### src/rtl/if_fetch_unit.sv
// Instruction-fetch stage feeding the IF/ID register.
// Owns the fetch PC, issues req/gnt requests to instruction memory, tracks
// the PCs of in-flight requests, and buffers returned instructions so IF/ID
// sees a registered {instr, PC, PC+4, valid} head entry.
// Redirects flush everything and count the still-due responses so they can
// be discarded as they arrive.
module if_fetch_unit #(
  parameter int              XLEN     = 64,
  parameter int              ILEN     = 32,
  parameter logic [XLEN-1:0] RESET_PC = '0,
  parameter int              DEPTH    = 2
) (
  input  logic            clk,
  input  logic            reset,
  input  logic            stall_in,
  input  logic            redirect_in,
  input  logic [XLEN-1:0] redirect_target_in,
  output logic            imem_req_out,
  output logic [XLEN-1:0] imem_addr_out,
  input  logic            imem_gnt_in,
  input  logic            imem_rvalid_in,
  input  logic [ILEN-1:0] imem_rdata_in,
  output logic [ILEN-1:0] instr_out,
  output logic [XLEN-1:0] PC_out,
  output logic [XLEN-1:0] PCPlus4_out,
  output logic            valid_out
);

  localparam int PW = (DEPTH > 1) ? $clog2(DEPTH) : 1;
  localparam int CW = $clog2(DEPTH + 1);
  localparam int OW = CW + 1;
  // Each redirect adds at most DEPTH stale responses; the extra bits cover
  // a burst of redirects while the memory is slow to drain.
  localparam int DW = CW + 4;
  localparam logic [PW-1:0] LAST = PW'(DEPTH - 1);

  logic [XLEN-1:0] fetch_pc;

  logic [XLEN-1:0] pend_pc [DEPTH];
  logic [PW-1:0]   pend_rd;
  logic [PW-1:0]   pend_wr;
  logic [CW-1:0]   pend_cnt;

  logic [ILEN-1:0] buf_instr [DEPTH];
  logic [XLEN-1:0] buf_pc    [DEPTH];
  logic [PW-1:0]   buf_rd;
  logic [PW-1:0]   buf_wr;
  logic [CW-1:0]   buf_cnt;

  logic [DW-1:0]   drop_cnt;

  logic            head_valid;
  logic            pop;
  logic [OW-1:0]   occ_eff;
  logic            req;
  logic            accept;
  logic            rsp_drop;
  logic            rsp_live;
  logic            rsp_any;

  // The low target bits are forced to zero, so they never reach any state.
  logic            unused_tgt_bits;
  assign unused_tgt_bits = ^redirect_target_in[1:0];

  function automatic logic [PW-1:0] ptr_inc(input logic [PW-1:0] p);
    return (p == LAST) ? '0 : p + PW'(1);
  endfunction

  // Credit, handshake and response classification.
  // The head being consumed this cycle frees its credit immediately, which
  // keeps one instruction per cycle flowing with DEPTH=2 and no bubbles.
  // The request is also gated by reset so it reads 0 while reset is held.
  always_comb begin
    head_valid = (buf_cnt != '0);
    pop        = head_valid && !stall_in;
    occ_eff    = OW'(pend_cnt) + OW'(buf_cnt) - OW'(pop);
    req        = reset && !redirect_in && (occ_eff < OW'(DEPTH));
    accept     = req && imem_gnt_in;
    rsp_drop   = imem_rvalid_in && (drop_cnt != '0);
    rsp_live   = imem_rvalid_in && (drop_cnt == '0) && (pend_cnt != '0);
    rsp_any    = rsp_drop || rsp_live;
  end

  // Fetch PC: redirect wins, otherwise advance by 4 on each accepted request.
  always_ff @(posedge clk or negedge reset) begin
    if (!reset) begin
      fetch_pc <= RESET_PC;
    end else if (redirect_in) begin
      fetch_pc <= {redirect_target_in[XLEN-1:2], 2'b00};
    end else if (accept) begin
      fetch_pc <= fetch_pc + XLEN'(4);
    end
  end

  // Pending-PC queue pointers: push on accept, pop on a live response.
  always_ff @(posedge clk or negedge reset) begin
    if (!reset) begin
      pend_rd  <= '0;
      pend_wr  <= '0;
      pend_cnt <= '0;
    end else if (redirect_in) begin
      pend_rd  <= '0;
      pend_wr  <= '0;
      pend_cnt <= '0;
    end else begin
      if (accept)   pend_wr <= ptr_inc(pend_wr);
      if (rsp_live) pend_rd <= ptr_inc(pend_rd);
      pend_cnt <= pend_cnt + CW'(accept) - CW'(rsp_live);
    end
  end

  // Output buffer pointers: push on a live response, pop when IF/ID takes it.
  always_ff @(posedge clk or negedge reset) begin
    if (!reset) begin
      buf_rd  <= '0;
      buf_wr  <= '0;
      buf_cnt <= '0;
    end else if (redirect_in) begin
      buf_rd  <= '0;
      buf_wr  <= '0;
      buf_cnt <= '0;
    end else begin
      if (rsp_live) buf_wr <= ptr_inc(buf_wr);
      if (pop)      buf_rd <= ptr_inc(buf_rd);
      buf_cnt <= buf_cnt + CW'(rsp_live) - CW'(pop);
    end
  end

  // Queue and buffer storage; contents are only meaningful under the counts.
  always_ff @(posedge clk) begin
    if (accept) begin
      pend_pc[pend_wr] <= fetch_pc;
    end
    if (rsp_live && !redirect_in) begin
      buf_instr[buf_wr] <= imem_rdata_in;
      buf_pc[buf_wr]    <= pend_pc[pend_rd];
    end
  end

  // Stale-response down-counter. On redirect every pending request becomes
  // stale; a response landing in that same cycle has already been absorbed
  // (dropped or popped) and is subtracted out.
  always_ff @(posedge clk or negedge reset) begin
    if (!reset) begin
      drop_cnt <= '0;
    end else if (redirect_in) begin
      drop_cnt <= drop_cnt + DW'(pend_cnt) - DW'(rsp_any);
    end else if (rsp_drop) begin
      drop_cnt <= drop_cnt - DW'(1);
    end
  end

  // Head entry straight from the registered buffer; zeros when empty.
  always_comb begin
    imem_req_out  = req;
    imem_addr_out = fetch_pc;
    valid_out     = head_valid;
    instr_out     = head_valid ? buf_instr[buf_rd] : '0;
    PC_out        = head_valid ? buf_pc[buf_rd]    : '0;
    PCPlus4_out   = head_valid ? (buf_pc[buf_rd] + XLEN'(4)) : '0;
  end

  // A response with nothing outstanding is ignored by the logic above.
  a_no_orphan_rvalid: assert property (@(posedge clk) disable iff (!reset)
    !(imem_rvalid_in && (drop_cnt == '0) && (pend_cnt == '0)));

endmodule

### config.mk
export PLATFORM = sky130hd
export DESIGN_NAME = if_fetch_unit
export DESIGN_NICKNAME = d
export VERILOG_FILES = /design/src/rtl/if_fetch_unit.sv
export SDC_FILE = /design/constraint.sdc
export NUM_CORES = 1
export LEC_CHECK = 0
export ABC_AREA = 0
export CORE_ASPECT_RATIO = 0.5
export CORE_MARGIN = 3
export CORE_UTILIZATION = 40
export CTS_CLUSTER_SIZE = 28
export DETAILED_ROUTE_END_ITERATION = 10
export PLACE_DENSITY_LB_ADDON = 0.12
export SLEW_MARGIN = 10
export SYNTH_ARGS = -nofsm -noshare
export SYNTH_HDL_FRONTEND = slang
export SYNTH_SLANG_ARGS = --single-unit
### constraint.sdc
create_clock -name clk -period 22.7 [get_ports clk]
set_input_delay 4.54 -clock clk [delete_from_list [all_inputs] [get_ports clk]]
set_output_delay 4.54 -clock clk [all_outputs]
set_load 0.05 [all_outputs]
==> flow_summary.ini, run 1 <==
[status]
outcome = finished, final reports clean

[worst_hold_path]
min_path_cells = 1
hold_class = reg -> reg

[clock_tree]
clockBufferDepth = 3
clock-root-buffer = clkbuf_16
ctsHoldBuffers = 0
cts_buffers = 37
cts_resized = 0
cts_tree = yes
clk_pin_slew_worst_paths_ps = 70
clock_sinks = 388
htreeDepth = 2
clock_latency_ps = 540
cts_setup_buffers = 0

[worst_setup_path]
worstSetupPathType = in -> out
arrival_ps = 7200
critPathMaxStageDelay_ps = 830
worstPathMaxFanout = 3
crit_chain = clkdlybuf4s50_1 -> nor2_1 -> ha_1 -> nand2b_1 -> fa_1 -> xnor2_1 -> nor3_1 -> clkdlybuf4s50_1
cp.required_ps = 18160
start_kind = input pin
end_kind = output port
ff2ff_path_depth = 13
cp_slowest_cell = clkdlybuf4s50_1
cp_common_cell = clkdlybuf4s50_1

[route]
drc_errors = 0
viasPerCell = 5.42
totalWireLength_um = 53900
antenna_left = 0
avgRoutedWirePerCell_um = 21.5
vias = 13569
drt_iter0_markers = 1087
firstDrtPassIters = 7

[grt]
grt_pass1_wl_um = 80700
grt-ovfl-total = 0
grt_max_degree = 89
grtUsageTotal_pct = 21.1
antenna_found_initial = 3
grt_pass1_vias = 12897

[floorplanning]
die_h_um = 159
start_util_pct = 41.0
fp.dieW_um = 312
row_count = 55
core_area_um2 = 45800
die_area_um2 = 49700
io_pins = 328

[place]
io_buffers = 319
dp_cells = 2435
place_congestion = 0.884
dpl.hpwl_um = 38000

[finish]
nNetsFinal = 1971
final_cells = 2504
area.growth.synth_to_final_pct = 25.9
drive_above_1_share_pct = 8.59

[logic_synthesis]
ys_dominant_reg_cell = edfxtp_1
ys_warn_count = 0
yosysTopAreaCellShare_pct = 50.0
yosysSeqAreaShare_pct = 60.1
ys_ff_latch = 388
syn_area_um2 = 18700
synth.avg_cell_area_um2 = 12.1
synth_cell_type_count = 75
yosysTopAreaCell = edfxtp_1
yosys-top-cells-count = edfxtp_1 (312), nor2_1 (182), nand2_1 (113)
async_reset_ff_share_pct = 19.6
synthTopCellsByArea = edfxtp_1 (50%), dfrtp_1 (10%), mux2i_1 (4.8%)
synth_most_common_cell = edfxtp_1
synth_edf_count = 312
syn_inst = 1555

[power_and_ir_drop]
power_density_nw_per_um2 = 132
p_leak_nw = 7.85
ir_worst_vdd_mv = 0.0651

[timing]
rsz0062_at_grt = no
fin_crit_ps = 11740
period_share_pct = 51.7
final.setup.tns_ps = 0
final_max_slew_viol_count = 0
max_freq_ghz = 0.0852
setup_viol = 0
slew_headroom_pct = 29.5
finalHoldViolCount = 0
worst_clock_skew_ps = 24.8
tightest_slew_ps = 1060

[job]
drv_cap = 0
## state kept, by name (all words and copies together) (netlist names), 2 cells and up
register,count
imem_addr_out,62
pend_pc,124
buf_cnt,2
pend_cnt,2
buf_instr,64
buf_pc,124
drop_cnt,6
## where the power goes
part	leakage (nW)	total, W	internal, W	switching, W
clock network	0.529	0.000586	0.000318	0.000268
registers	3.75	0.000961	0.000867	0.0000948
logic	3.57	0.00156	0.000493	0.00107
## layout by cell type, fill, tap and decap left out, types with 12 or more instances in the layout
cell / synthesis / final
clkdlybuf4s50_1: 0 / 317
edfxtp_1: 312 / 312
nor2_1: 182 / 179
nand2_1: 113 / 113
mux2i_1: 90 / 90
dfrtp_1: 76 / 74
nand3_1: 69 / 69
mux2_2: 65 / 65
o21ai_0: 57 / 57
nand4_1: 45 / 45
a21oi_1: 41 / 41
clkbuf_16: 0 / 37
inv_1: 35 / 34
xnor2_1: 31 / 31
xor2_1: 26 / 26
nor3_1: 26 / 25
ha_1: 20 / 20
nor2b_1: 18 / 18
nand3b_1: 17 / 17
nor4_1: 17 / 17
buf_4: 8 / 17
and2_1: 16 / 15
and3_1: 14 / 14
a221o_1: 14 / 14
and4_1: 12 / 12
## layout make-up
type | instances | area [um2]
Fill cell | 4042 | 22200
Tap cell | 627 | 785
Inverter | 35 | 131
Sequential cell | 388 | 11300
Multi-Input combinational cell | 1051 | 7000
Clock buffer | 49 | 981
Timing Repair Buffer | 334 | 3300
Clock inverter | 18 | 125
Antenna cell | 2 | 5.00
## per-layer routing
layer	track usage, %	share of wire [%]	up-vias
li1	-	-	6436
met1	31.1	47	6660
met2	32.5	45	396
met3	3.37	5.7	77
met4	5.77	2.4	0
met5	0	0	-
## critical path: cells and delay by family
kind | cells | cell delay (ps)
xor+xnor | 1 | 170
simple gates | 3 | 590
fa+ha+maj | 2 | 660
buf+inv | 2 | 1240
## per-stage QoR
step	hold slack (ps)	worst slack (ps)	power [W]	area (um2)	util (%)
CTS	565	10950	0.00313	23600	51.6
finish	565	10960	0.00311	23600	51.6
detailed placement	550	10970	0.00255	22500	49.2
floorplan	524	10010	0.00202	18800	-
global placement	546	10960	0.00254	22500	49.2
global route	578	10880	0.00325	23600	51.6
## cell families (layout without fill, tap and decap cells)
logic type,Yosys count,in the layout,synth area share [%]
compound gates,222,222,8.23
mux,157,157,8.83
buf+inv,121,436,2.84
other cells,1,8,0.0200
flops,388,388,60.1
xor+xnor,57,57,2.66
fa+ha+maj,22,22,1.55
simple gates,587,587,15.7
## worst paths after layout
| kind | start | endpoint | slack [ps] |
|---|---|---|---|
| worst max-delay path | stall_in | imem_req_out | 10960 |
| worst min-delay path | pend_pc[1][9] | buf_pc[1][9] | 560 |
| worst max register to register | buf_cnt[0] | imem_addr_out[22] | 18340 |
| worst min register to register | pend_pc[1][9] | buf_pc[1][9] | 560 |
| max in group asynchronous | reset | buf_rd | 17660 |
| min in group asynchronous | reset | imem_addr_out[12] | 3910 |
(Power assumes the default switching activity.)
==> run 2, diff against run 1 <==
==> constraint.sdc (replaced) <==
create_clock -name clk -period 10.3 [get_ports clk]
set_input_delay 2.06 -clock clk [delete_from_list [all_inputs] [get_ports clk]]
set_output_delay 2.06 -clock clk [all_outputs]
set_load 0.05 [all_outputs]
==> run 2 against run 1 <==
Final cell count is essentially flat; die area unchanged; power rose by 120%; sequential share of layout area about the same; clock skew fell by 8.6 ps; wire length about the same; worst hold slack gained 2.4 ps; flip-flop and latch count is the same; critical path depth did not move; clock power rose by 120%.
==> flow_summary.ini, run 2 (synthesis results as in run 1) <==
[status]
outcome = finished, final reports clean

[grt]
grtUsageTotal_pct = 21.3
grt_pass1_vias = 13125
grt_pass1_wl_um = 81500
grt-ovfl-total = 0
antenna_found_initial = 1
grt_max_degree = 79

[worst_setup_path]
timing.rr.start = buf_cnt[0]
arrival_ps = 5130
path_buf_inv = 2
worstPathMaxFanout = 78
reg2reg_slack_ps = 5920
cp_slowest_cell = clkdlybuf4s50_1
start_kind = register
timing.rr.end = imem_addr_out[14]
crit_family = simple AND/OR/NAND/NOR gates
crit_chain = buf_4 -> mux2i_1 -> or2_1 -> or3_1 -> nor4_1 -> a21boi_1 -> nor3b_1 -> clkdlybuf4s50_1
cp.required_ps = 8240
worstSetupPathType = reg -> out
ff2ff_path_depth = 13
critPathMaxStageDelay_ps = 860
end_kind = output port

[power_and_ir_drop]
ir_worst_vdd_mv = 0.165
power_density_nw_per_um2 = 290
finalPower_w = 0.00685
p_leak_nw = 7.87

[route]
firstDrtPassIters = 7
viasPerCell = 5.45
drc_errors = 0
totalWireLength_um = 53900
avgRoutedWirePerCell_um = 21.5
vias = 13644
drt_iter0_markers = 1380
antenna_left = 0

[timing]
setup_viol = 0
rsz0062_at_grt = no
slew_headroom_pct = 35.7
period_share_pct = 69.8
finalHoldViolCount = 0
hold_slack_ps = 567
final_max_slew_viol_count = 0
tightest_slew_ps = 965
max_freq_ghz = 0.139
final.setup.tns_ps = 0
fin_crit_ps = 7190
worst_clock_skew_ps = 16.2

[finish]
seq_area_um2 = 11300
nNetsFinal = 1971
reg.largest.list = buf_pc (124), pend_pc (124), buf_instr (64)
multi_input_area_um2 = 7000
drive_above_1_share_pct = 8.69
area.growth.synth_to_final_pct = 26.0
layout_common_cells = clkdlybuf4s50_1 (317), edfxtp_1 (312), nor2_1 (179), nand2_1 (113), mux2i_1 (90)
nFillCells = 4013
layout_commonest_cell = clkdlybuf4s50_1

[clock_tree]
ctsHoldBuffers = 0
clk_pin_slew_worst_paths_ps = 60
cts_buffers = 38
clock-root-buffer = clkbuf_16
clock_sinks = 388
htreeDepth = 2
cts_resized = 0
clock_latency_ps = 540
cts_setup_buffers = 0
clockBufferDepth = 3
cts_tree = yes

[floorplanning]
die_h_um = 159
start_util_pct = 41.0
io_pins = 328
fp.dieW_um = 312
row_count = 55
core_area_um2 = 45800
die_area_um2 = 49700

[worst_hold_path]
min_path_cells = 1
worstHoldStart = pend_pc[0][9]
min_to = buf_pc[1][9]
hold_class = reg -> reg

[place]
place_congestion = 0.858
dpl.hpwl_um = 38400
io_buffers = 319

[job]
drv_cap = 0
## run 2: how the worst max path moves through the flow
stage | cells past startpoint | slack, ps | from | endpoint
2_1_floorplan | 4 | 90 | redirect_in | buf_instr[1][0]
3_3_place_gp | 8 | 3530 | stall_in | imem_req_out
3_5_place_dp | 8 | 3490 | stall_in | imem_req_out
4_1_cts | 8 | 3120 | buf_rd | PCPlus4_out[60]
5_1_grt | 8 | 2850 | buf_rd | PCPlus4_out[30]
6_report | 8 | 3110 | buf_rd | PCPlus4_out[59]
## run 2: layout make-up
type	count	share of cell area (%)
Clock buffer	52	4.34
Multi-Input combinational cell	1051	29.6
Inverter	35	0.556
Antenna cell	2	0.0212
Sequential cell	388	47.8
Clock inverter	17	0.403
Timing Repair Buffer	333	13.9
Tap cell	627	3.32
## run 2: per-stage QoR
stage	area, um2	utilization [%]	instances	setup WS (ps)
after floorplan	18800	-	1560	91.3
after global placement	22500	49.1	2434	3530
after detailed placement	22500	49.1	2434	3490
after CTS	23600	51.6	2503	3120
after global routing	23600	51.6	2504	2850
final	23600	51.6	2505	3110
## run 2: per-layer routing
metal | track usage (%) | part of all wire [%] | up-vias
li1 | - | - | 6437
met1 | 31.1 | 47 | 6684
met2 | 32.7 | 45 | 451
met3 | 3.86 | 6.2 | 72
met4 | 5.72 | 2.3 | 0
met5 | 0 | 0 | -
## run 2: power breakdown
group	switching, W	leakage (nW)	internal [W]	total [W]
registers	0.000207	3.75	0.00191	0.00212
logic	0.00235	3.56	0.00109	0.00344
clock network	0.000588	0.550	0.000703	0.00129
